`src/rtl/fpu_pkg.sv`:
```
// fpu_pkg: shared opcodes, state encoding and latency classes for the FPU issue controller.
// No ports; imported by fpu_lat_lookup and fpu_issue_ctrl.
package fpu_pkg;

    localparam logic [4:0] FADD  = 5'b00000;
    localparam logic [4:0] FSUB  = 5'b00001;
    localparam logic [4:0] FMUL  = 5'b00010;
    localparam logic [4:0] FDIV  = 5'b00011;
    localparam logic [4:0] FSQRT = 5'b01011;

    typedef enum logic [1:0] {
        IDLE = 2'd0,
        BUSY = 2'd1,
        HOLD = 2'd2
    } state_e;

    typedef enum logic [2:0] {
        CLS_ADD,
        CLS_MUL,
        CLS_DIV,
        CLS_SQRT,
        CLS_MISC
    } lat_cls_e;

    function automatic lat_cls_e lat_class(input logic [4:0] f5);
        return (f5 == FADD || f5 == FSUB) ? CLS_ADD :
               (f5 == FMUL)  ? CLS_MUL  :
               (f5 == FDIV)  ? CLS_DIV  :
               (f5 == FSQRT) ? CLS_SQRT : CLS_MISC;
    endfunction

endpackage

```
`src/rtl/fpu_issue_ctrl_if.sv`:
```
// fpu_issue_ctrl_if: EX-stage decode, FPU start/select and FP writeback signals.
// master = pipeline side (drives ex_*, flush, wb_ready); slave = fpu_issue_ctrl.
interface fpu_issue_ctrl_if;

    logic       ex_fp_valid;
    logic [4:0] ex_funct5;
    logic [2:0] ex_rm;
    logic [4:0] ex_rd;
    logic       ex_fp_we;
    logic [4:0] ex_rs1;
    logic [4:0] ex_rs2;
    logic       ex_rs1_fp;
    logic       ex_rs2_fp;
    logic       flush;
    logic       stall;
    logic       fpu_start;
    logic [4:0] fpu_sel;
    logic [2:0] fpu_rm;
    logic       wb_valid;
    logic       wb_ready;
    logic [4:0] wb_rd;
    logic       wb_fp_we;

    modport master (
        output ex_fp_valid, ex_funct5, ex_rm, ex_rd, ex_fp_we,
               ex_rs1, ex_rs2, ex_rs1_fp, ex_rs2_fp, flush, wb_ready,
        input  stall, fpu_start, fpu_sel, fpu_rm, wb_valid, wb_rd, wb_fp_we
    );

    modport slave (
        input  ex_fp_valid, ex_funct5, ex_rm, ex_rd, ex_fp_we,
               ex_rs1, ex_rs2, ex_rs1_fp, ex_rs2_fp, flush, wb_ready,
        output stall, fpu_start, fpu_sel, fpu_rm, wb_valid, wb_rd, wb_fp_we
    );

endinterface

```
`src/rtl/fpu_lat_lookup.sv`:
```
// fpu_lat_lookup: combinational funct5 -> latency (in cycles) mapping.
// Ports: funct5 (in, 5) operation code; lat (out, CNT_W) latency of that op class.
module fpu_lat_lookup
    import fpu_pkg::*;
#(
    parameter int LAT_ADD  = 3,
    parameter int LAT_MUL  = 4,
    parameter int LAT_DIV  = 12,
    parameter int LAT_SQRT = 16,
    parameter int LAT_MISC = 1,
    parameter int CNT_W    = 5
) (
    input  logic [4:0]       funct5,
    output logic [CNT_W-1:0] lat
);

    lat_cls_e cls;

    always_comb begin
        cls = lat_class(funct5);
        lat = cls == CLS_ADD  ? CNT_W'(LAT_ADD)  :
              cls == CLS_MUL  ? CNT_W'(LAT_MUL)  :
              cls == CLS_DIV  ? CNT_W'(LAT_DIV)  :
              cls == CLS_SQRT ? CNT_W'(LAT_SQRT) : CNT_W'(LAT_MISC);
    end

endmodule

```
`src/rtl/fpu_issue_ctrl.sv`:
```
// fpu_issue_ctrl: issue/writeback controller for the multi-cycle non-pipelined FPU.
// Ports: clk, rst_n (async active-low); bus (fpu_issue_ctrl_if.slave) carrying EX decode,
// flush, stall, FPU start/sel/rm and the wb valid/ready port; stall_cycles (out, 32)
// stall performance counter, live only when FPU_STALL_CNT_EN is defined, else tied to 0.
module fpu_issue_ctrl
    import fpu_pkg::*;
#(
    parameter int LAT_ADD  = 3,
    parameter int LAT_MUL  = 4,
    parameter int LAT_DIV  = 12,
    parameter int LAT_SQRT = 16,
    parameter int LAT_MISC = 1,
    parameter int CNT_W    = 5
) (
    input  logic                 clk,
    input  logic                 rst_n,
    fpu_issue_ctrl_if.slave      bus,
    output logic [31:0]          stall_cycles
);

    state_e           state;
    logic [CNT_W-1:0] cnt;
    logic [CNT_W-1:0] lat;
    logic [4:0]       rd_q;
    logic             fp_we_q;
    logic             pending;
    logic             complete;
    logic             raw;
    logic             struct_hz;
    logic             accept;

    fpu_lat_lookup #(
        .LAT_ADD (LAT_ADD),
        .LAT_MUL (LAT_MUL),
        .LAT_DIV (LAT_DIV),
        .LAT_SQRT(LAT_SQRT),
        .LAT_MISC(LAT_MISC),
        .CNT_W   (CNT_W)
    ) u_lat (
        .funct5(bus.ex_funct5),
        .lat   (lat)
    );

    // The FP regfile is written at the edge that ends the completion cycle, so the
    // RAW check keeps stalling through that cycle instead of forwarding.
    assign pending      = state != IDLE;
    assign bus.wb_valid = (state == BUSY && cnt == '0) || state == HOLD;
    assign complete     = bus.wb_valid && bus.wb_ready;
    assign raw          = pending && fp_we_q &&
                          ((bus.ex_rs1_fp && bus.ex_rs1 == rd_q) ||
                           (bus.ex_rs2_fp && bus.ex_rs2 == rd_q));
    assign struct_hz    = bus.ex_fp_valid && pending && !complete;
    assign bus.stall    = !bus.flush && (raw || struct_hz);
    assign accept       = bus.ex_fp_valid && !bus.flush && !bus.stall;
    assign bus.wb_rd    = bus.wb_valid ? rd_q : 5'd0;
    assign bus.wb_fp_we = bus.wb_valid && fp_we_q;

    // Accept has priority: it can only fire while idle or on the completion edge,
    // which gives back-to-back issue without an IDLE bubble.
    always_ff @(posedge clk or negedge rst_n) begin
        if (!rst_n) begin
            state         <= IDLE;
            cnt           <= '0;
            rd_q          <= '0;
            fp_we_q       <= 1'b0;
            bus.fpu_start <= 1'b0;
            bus.fpu_sel   <= '0;
            bus.fpu_rm    <= '0;
        end else begin
            bus.fpu_start <= accept;
            if (accept) begin
                state       <= BUSY;
                cnt         <= lat - CNT_W'(1);
                rd_q        <= bus.ex_rd;
                fp_we_q     <= bus.ex_fp_we;
                bus.fpu_sel <= bus.ex_funct5;
                bus.fpu_rm  <= bus.ex_rm;
            end else if (complete) begin
                state <= IDLE;
            end else if (state == BUSY) begin
                if (cnt != '0) cnt <= cnt - CNT_W'(1);
                else state <= HOLD;
            end
        end
    end

`ifdef FPU_STALL_CNT_EN
    always_ff @(posedge clk or negedge rst_n) begin
        if (!rst_n) stall_cycles <= '0;
        else if (bus.stall) stall_cycles <= stall_cycles + 32'd1;
    end
`else
    assign stall_cycles = '0;
`endif

endmodule

```
`src/flat_wrapper.sv`:
```
// flat-port wrapper written by rule: the top's interface ports become plain ports
module fpu_issue_ctrl_flat import fpu_pkg::*;
#(
    parameter int LAT_ADD  = 3,
    parameter int LAT_MUL  = 4,
    parameter int LAT_DIV  = 12,
    parameter int LAT_SQRT = 16,
    parameter int LAT_MISC = 1,
    parameter int CNT_W    = 5
)
  (clk, rst_n, stall_cycles, bus_ex_fp_valid, bus_ex_funct5, bus_ex_rm, bus_ex_rd, bus_ex_fp_we, bus_ex_rs1, bus_ex_rs2, bus_ex_rs1_fp, bus_ex_rs2_fp, bus_flush, bus_wb_ready, bus_stall, bus_fpu_start, bus_fpu_sel, bus_fpu_rm, bus_wb_valid, bus_wb_rd, bus_wb_fp_we);
  fpu_issue_ctrl_if bus_i ();
  input  logic clk;
  input  logic rst_n;
  output logic [31:0] stall_cycles;
  input wire logic [$bits(bus_i.ex_fp_valid)-1:0] bus_ex_fp_valid;
  input wire logic [$bits(bus_i.ex_funct5)-1:0] bus_ex_funct5;
  input wire logic [$bits(bus_i.ex_rm)-1:0] bus_ex_rm;
  input wire logic [$bits(bus_i.ex_rd)-1:0] bus_ex_rd;
  input wire logic [$bits(bus_i.ex_fp_we)-1:0] bus_ex_fp_we;
  input wire logic [$bits(bus_i.ex_rs1)-1:0] bus_ex_rs1;
  input wire logic [$bits(bus_i.ex_rs2)-1:0] bus_ex_rs2;
  input wire logic [$bits(bus_i.ex_rs1_fp)-1:0] bus_ex_rs1_fp;
  input wire logic [$bits(bus_i.ex_rs2_fp)-1:0] bus_ex_rs2_fp;
  input wire logic [$bits(bus_i.flush)-1:0] bus_flush;
  input wire logic [$bits(bus_i.wb_ready)-1:0] bus_wb_ready;
  output wire logic [$bits(bus_i.stall)-1:0] bus_stall;
  output wire logic [$bits(bus_i.fpu_start)-1:0] bus_fpu_start;
  output wire logic [$bits(bus_i.fpu_sel)-1:0] bus_fpu_sel;
  output wire logic [$bits(bus_i.fpu_rm)-1:0] bus_fpu_rm;
  output wire logic [$bits(bus_i.wb_valid)-1:0] bus_wb_valid;
  output wire logic [$bits(bus_i.wb_rd)-1:0] bus_wb_rd;
  output wire logic [$bits(bus_i.wb_fp_we)-1:0] bus_wb_fp_we;
  assign bus_i.ex_fp_valid = bus_ex_fp_valid;
  assign bus_i.ex_funct5 = bus_ex_funct5;
  assign bus_i.ex_rm = bus_ex_rm;
  assign bus_i.ex_rd = bus_ex_rd;
  assign bus_i.ex_fp_we = bus_ex_fp_we;
  assign bus_i.ex_rs1 = bus_ex_rs1;
  assign bus_i.ex_rs2 = bus_ex_rs2;
  assign bus_i.ex_rs1_fp = bus_ex_rs1_fp;
  assign bus_i.ex_rs2_fp = bus_ex_rs2_fp;
  assign bus_i.flush = bus_flush;
  assign bus_i.wb_ready = bus_wb_ready;
  assign bus_stall = bus_i.stall;
  assign bus_fpu_start = bus_i.fpu_start;
  assign bus_fpu_sel = bus_i.fpu_sel;
  assign bus_fpu_rm = bus_i.fpu_rm;
  assign bus_wb_valid = bus_i.wb_valid;
  assign bus_wb_rd = bus_i.wb_rd;
  assign bus_wb_fp_we = bus_i.wb_fp_we;
  fpu_issue_ctrl #(.LAT_ADD(LAT_ADD), .LAT_MUL(LAT_MUL), .LAT_DIV(LAT_DIV), .LAT_SQRT(LAT_SQRT), .LAT_MISC(LAT_MISC), .CNT_W(CNT_W)) u_core (.clk(clk), .rst_n(rst_n), .bus(bus_i), .stall_cycles(stall_cycles));
endmodule
```
`config.mk`:
```
export PLATFORM = sky130hd
export DESIGN_NAME = fpu_issue_ctrl_flat
export DESIGN_NICKNAME = d
export VERILOG_FILES = /design/src/rtl/fpu_pkg.sv /design/src/rtl/fpu_issue_ctrl_if.sv /design/src/rtl/fpu_lat_lookup.sv /design/src/rtl/fpu_issue_ctrl.sv /design/src/flat_wrapper.sv
export SDC_FILE = /design/constraint.sdc
export NUM_CORES = 1
export LEC_CHECK = 0
export ABC_CLOCK_PERIOD_IN_PS = 6000
export BUFFER_PORTS_ARGS = -buffer_cell sky130_fd_sc_hd__buf_4
export CAP_MARGIN = 20
export CORE_MARGIN = 4
export CORE_UTILIZATION = 48
export CTS_CLUSTER_SIZE = 12
export DETAILED_ROUTE_END_ITERATION = 10
export PLACE_DENSITY = 0.85
export SLEW_MARGIN = 20
export SYNTH_ARGS = -nofsm -noshare
export SYNTH_HDL_FRONTEND = slang
export SYNTH_SLANG_ARGS = --single-unit
export TNS_END_PERCENT = 1
```
`constraint.sdc`:
```
create_clock -name clk -period 6 [get_ports clk]
set_input_delay 1.2 -clock clk [delete_from_list [all_inputs] [get_ports clk]]
set_output_delay 1.2 -clock clk [all_outputs]
set_load 0.05 [all_outputs]
```
# Word-level counts from Yosys, hierarchy flattened
# Cells that the tools add are included.
[totals]
register_bits = 22
in_bits = 31
output_inout_bits = 49
word_cells = 68
[classes]
add_sub_neg = 2
n_eq_ne = 13
mux = 17
reduce_logical = 29
[ops]
columns = ["cell", "count"]
rows = [
  ["5-bit two-way mux", 9],
  ["1-bit logical AND", 12],
  ["3-bit two-way mux", 4],
  ["5-bit by 2-bit equality test with 1-bit output (second input constant)", 2],
  ["5-bit equality test", 2],
  ["5-bit logical NOT", 2],
  ["5-bit by 1-bit subtractor with 5-bit output (second input constant)", 2],
  ["2-bit two-way mux", 4],
  ["3-bit by 2-bit equality test with 1-bit output (second input constant)", 2],
  ["2-bit nonzero test", 3],
  ["5-bit by 1-bit equality test with 1-bit output (second input constant)", 1],
  ["5-bit by 4-bit equality test with 1-bit output (second input constant)", 1],
  ["5-bit nonzero test", 1],
  ["1-bit logical OR", 4],
  ["3-bit by 1-bit equality test with 1-bit output (second input constant)", 1],
  ["1-bit logical NOT", 3],
  ["3-bit logical NOT", 1],
  ["3-bit by 1-bit inequality test with 1-bit output (second input constant)", 1],
  ["3-bit AND reduction", 1],
  ["3-bit nonzero test", 1],
  ["2-bit by 1-bit equality test with 1-bit output (second input constant)", 1],
  ["2-bit equality test (second input constant)", 1],
  ["2-bit inequality test (second input constant)", 1],
  ["2-bit AND reduction", 1],
]

# Logic depth before layout (Yosys ltp)
[logic_depth]
ltp_word = 12
mapped_depth = 11
depth_no_buf = 10

# Modules after synthesis
# Synthesis repeated with hierarchy kept, for this count alone.
[hier_totals]
hier_cells = 147
area_unflattened_um2 = 1552.7
[modules_own_cells]
columns = ["module", "n_inst", "cells_each", "area_each_um2", "seq_area_each_um2"]
rows = [
  ["fpu_issue_ctrl", 1, 140, 1505.2, 550.5],
  ["fpu_lat_lookup", 1, 7, 47.5, 0.0],
]

# Worst setup path before layout
# No wires, ideal clock.
[synth_timing]
path_kind = "in2out"
startpoint = "input port bus_ex_rs2[3]"
endpoint = "output port bus_stall"
arrival_ns = 2.664
required_ns = 4.800
path_slack_ns = 2.136
path_stages = 4
path_cell_list = "xor2_1 -> nor4_1 -> a22oi_1 -> a21oi_1"
[synth_between]
elab_chain_len = 6
[synth_rtl]
columns = ["item", "line", "source"]
rows = [
  ["start, declared", "flat_wrapper.sv:22", "input wire logic [$bits(bus_i.ex_rs2)-1:0] bus_ex_rs2;"],
  ["5-bit equality test", "fpu_issue_ctrl.sv:51", "(bus.ex_rs2_fp && bus.ex_rs2 == rd_q));"],
  ["1-bit logical AND", "fpu_issue_ctrl.sv:51", ""],
  ["1-bit logical OR", "fpu_issue_ctrl.sv:50", "((bus.ex_rs1_fp && bus.ex_rs1 == rd_q) ||"],
  ["1-bit logical AND", "fpu_issue_ctrl.sv:49", "assign raw = pending && fp_we_q &&"],
  ["1-bit logical OR", "fpu_issue_ctrl.sv:53", "assign bus.stall = !bus.flush && (raw || struct_hz);"],
  ["1-bit logical AND", "fpu_issue_ctrl.sv:53", ""],
  ["end, declared", "flat_wrapper.sv:27", "output wire logic [$bits(bus_i.stall)-1:0] bus_stall;"],
]
# No other way between the ends.

# Worst setup path in the final report
[layout_timing]
startpoint = "input port bus_ex_rs2[3]"
endpoint = "register u_core.cnt[4]"
[layout_between]
elab_chain_len = 10
elab_cells_between_ends = 13
cone_classes = "eq/ne: 2; mux: 1; reduce/logical: 10"
[layout_rtl]
columns = ["item", "line", "source"]
rows = [
  ["5-bit equality test (*)", "fpu_issue_ctrl.sv:51", ""],
  ["1-bit logical AND (*)", "fpu_issue_ctrl.sv:51", ""],
  ["1-bit logical OR (*)", "fpu_issue_ctrl.sv:50", ""],
  ["1-bit logical AND (*)", "fpu_issue_ctrl.sv:49", ""],
  ["1-bit logical OR (*)", "fpu_issue_ctrl.sv:53", ""],
  ["1-bit logical AND (*)", "fpu_issue_ctrl.sv:53", ""],
  ["1-bit logical NOT (*)", "fpu_issue_ctrl.sv:54", "assign accept = bus.ex_fp_valid && !bus.flush && !bus.stall;"],
  ["1-bit logical AND (*)", "fpu_issue_ctrl.sv:54", ""],
  ["2-bit inequality test (no line) or 2-bit nonzero test (tied branches)", "-", ""],
  ["3-bit AND reduction (no line)", "-", ""],
  ["end signal, assigned", "fpu_issue_ctrl.sv:73", "cnt <= lat - CNT_W'(1);"],
  ["end signal, assigned", "fpu_issue_ctrl.sv:81", "if (cnt != '0) cnt <= cnt - CNT_W'(1);"],
  ["end, declared", "fpu_issue_ctrl.sv:22", "logic [CNT_W-1:0] cnt;"],
]
# Mark *: on every way between the ends. The rest lies on a longest branch, timed or not.
# A chain may end at the register's enable or synchronous reset.

==> flow_summary.ini <==
[yosys]
synthAdderAreaFrac_pct = 0.838
synth_cells = 147
ys_seq_area_share_pct = 36.9
ys_ff_latch = 22
synth_compound_area_share_pct = 5.28
yosys.area_share.simple_pct = 12.5
synth_xor_area_share_pct = 7.62
synth.distinct_cells = 28
synth_top_family_by_area = buffers and inverters
postSynthAreaPerCell_sq_um = 10.2
ys_warn_count = 0
syn_area_sq_um = 1490
synthMuxAreaShare_pct = 17.8

[detailed_routing]
drt_iter0_markers = 14
via_per_inst = 4.81
drcViolationCount = 0
vias = 1087
wl_met1_mm = 1.18
top_layer_used = met4
ant_nets = 0
firstDrtPassIters = 3
met3_length_um = 313
wire_per_inst_um = 12.8
wl_mm = 2.88
dr_wl_met2_mm = 1.36

[floorplanning]
ioPinCount = 80
die_area_sq_um = 4070
die_h_um = 63.8
start_util_pct = 52.4
core_sq_um = 2850
dieWidth_um = 63.8
num_rows = 19

[worst_setup_path]
cp.buffers_inverters = 1
path_cells = buf_4 > xor2_1 > nor4_1 > a221oi_2 > nand2_2 > mux2i_1 > ha_1 > or4b_2 > nor3_1 > a21oi_1 > mux2i_1
cpMostUsedCell = mux2i_1
path_class = in -> reg
cp_data_required_time_ns = 6.23
worstPathMaxFanout = 22
arrival_ns = 4.01
cp-start-kind = input pin
crit_slowest_cell = or4b_2
critical-path-top-delay-family = simple AND/OR/NAND/NOR gates
cp_slowest_stage_delay_ns = 0.63
cp-end-kind = flop

[grt]
antenna_found_initial = 0
grt.overflow.total = 0
grt_pass1_wl_mm = 4.73
track_usage_pct = 14.3
grt_max_degree = 23
grt_pass1_vias = 1116

[clock_network]
path_clk_slew_ns = 0.11
cts_hold_repair.buffers = 0
cts_buffer_depth = 2
cts_resized = 0
clk_latency_ns = 0.30
cts_buffers = 3
h-tree-depth = 1
numClockSinks = 22
cts_tree = built
cts-root-buf = clkbuf_4
post_cts_buffers = 0

[layout]
most-common-layout-cells = 47 x buf_4, 32 x conb_1, 22 x dfrtp_1
drive_above_1_share_pct = 35.9
mostFrequentLayoutCell = buf_4
nets = 228
n_fill_cell = 248
synthToLayoutAreaGrowth_pct = 19.9
multi_input_area_sq_um = 778
diodes = 0
register_area_sq_um = 551

[timing]
period_needed_ns = 3.78
slew_headroom_pct = 64.5
clock.fmax_ghz = 0.264
post-route-period-util_pct = 63.0
finalHoldViolations = 0
finalClockSkew_ns = 0.00204
worstMarginPinSlew_ns = 0.531
report.final.slew_viol_count = 0
finalSetupViolCount = 0
final.setup.tns_ns = 0
rsz0062_at_grt = false
finalWorstSetupSlack_ns = 2.22

[pwr]
intPower_uw = 465
p_sw_uw = 421
pwr-share-comb_pct = 56.6
switching_share_pct = 47.5
powerDensity_nw_per_um2 = 495
peakVddDrop_uv = 306
pwr-share-seq_pct = 31.0
power_leakage_nw = 0.944
power.share.clock_pct = 12.4

[hold_path]
hold_path_class = reg -> reg

[place]
globalplace.congestion = 0.765
dp.final_hpwl_mm = 2.48
pre_cts_slack_ns = 1.87
io_buffers = 47

[run_status]
status = complete, no violations

[run]
max-cap-violations = 0
[synth_stat cells (all sizes together)]
| cell | n | area share (%) |
|---|---|---|
| buf | 34 | 18 |
| dfrtp | 22 | 37 |
| mux2 | 15 | 12 |
| xor2 | 11 | 6.4 |
| nand2 | 10 | 2.7 |
| mux2i | 9 | 6.0 |
| and2 | 7 | 2.9 |
| inv | 5 | 1.3 |
| nor2 | 5 | 1.3 |
| a21oi | 4 | 1.3 |
| nor3 | 4 | 1.3 |
| nor4 | 3 | 1.3 |
| o21ai | 3 | 1.0 |
| a22oi | 2 | 1.0 |
| nand2b | 2 | 0.84 |
| xnor2 | 2 | 1.2 |
| a221oi | 1 | 1.0 |
| a31oi | 1 | 0.42 |
| conb | 1 | 0.25 |
| ha | 1 | 0.84 |
| nor2b | 1 | 0.42 |
| nor3b | 1 | 0.50 |
| o211ai | 1 | 0.50 |
| or3b | 1 | 0.59 |
| or4b | 1 | 0.67 |
[per-stage QoR]
step / utilization [%] / hold WS, ns / power (mW) / area, sq um / std cells
3_3_place_gp: 61.0 / 0.489 / 0.770 / 1740 / 222
3_5_place_dp: 61.0 / 0.496 / 0.785 / 1740 / 222
2_1_floorplan: - / 0.514 / 0.666 / 1610 / 178
5_1_grt: 62.8 / 0.553 / 0.946 / 1790 / 226
4_1_cts: 62.8 / 0.524 / 0.896 / 1790 / 226
6_report: 62.8 / 0.523 / 0.887 / 1790 / 226
[power groups by stage]
stage	sequential, mW	clock (mW)	combinational (mW)
global route	0.286	0.121	0.539
detailed placement	0.279	0	0.506
floorplan	0.350	0	0.316
global placement	0.275	0	0.495
finish	0.275	0.110	0.502
CTS	0.276	0.113	0.507
[path summary, 6_finish.rpt]
path	slack [ns]	depth (start not counted)	endpoint	from
setup / recovery	2.22	11	u_core.cnt[4]$_DFFE_PN0P_	bus_ex_rs2[3]
hold / removal	0.52	1	u_core.bus.fpu_sel[0]$_DFFE_PN0N_	u_core.bus.fpu_sel[0]$_DFFE_PN0N_
setup reg to reg	2.72	10	u_core.cnt[4]$_DFFE_PN0P_	u_core.rd_q[3]$_DFFE_PN0N_
hold reg to reg	0.52	1	u_core.bus.fpu_sel[0]$_DFFE_PN0N_	u_core.bus.fpu_sel[0]$_DFFE_PN0N_
max in group asynchronous	5.02	1	u_core.cnt[3]$_DFFE_PN0P_	rst_n
min in group asynchronous	0.76	1	u_core.bus.fpu_sel[0]$_DFFE_PN0N_	rst_n
[layout make-up]
cell class                      instances  share of cell area [%]
Multi-Input combinational cell        117                    43.4
Inverter                                5                    1.05
Timing Repair Buffer                   47                    19.7
Tap cell                               31                    2.16
Clock inverter                          1                    1.68
Clock buffer                            3                    1.26
Sequential cell                        22                    30.7
[layer usage]
layer,track usage [%],vias to the layer above
li1,-,528
met1,17.3,491
met2,24.9,64
met3,3.15,4
met4,5.12,0
met5,0,-
[registers in the layout, summed over array words and instances, names as in the netlist]
register	cells
u_core.bus.fpu_rm	3
u_core.bus.fpu_sel	5
u_core.bus.fpu_start	1
u_core.cnt	5
u_core.fp_we_q	1
u_core.rd_q	5
u_core.state	2
[kinds of logic (layout without fill, tap and decap cells)]
family | Yosys count | in the layout
fa+ha+maj | 1 | 1
compound gates | 12 | 12
mux | 24 | 24
simple gates | 35 | 35
buf+inv | 39 | 56
other cells | 1 | 32
xor+xnor | 13 | 13
flops | 22 | 22
[worst reg2reg max path: stages (launching register included)]
cell,delay (ns)
dfrtp_1,0.46
xor2_1,0.19
nor4_1,0.42
a221oi_2,0.15
nand2_2,0.43
mux2i_1,0.27
ha_1,0.28
or4b_2,0.63
nor3_1,0.18
a21oi_1,0.07
mux2i_1,0.13
No activity file was read; power rests on OpenSTA's default activity.
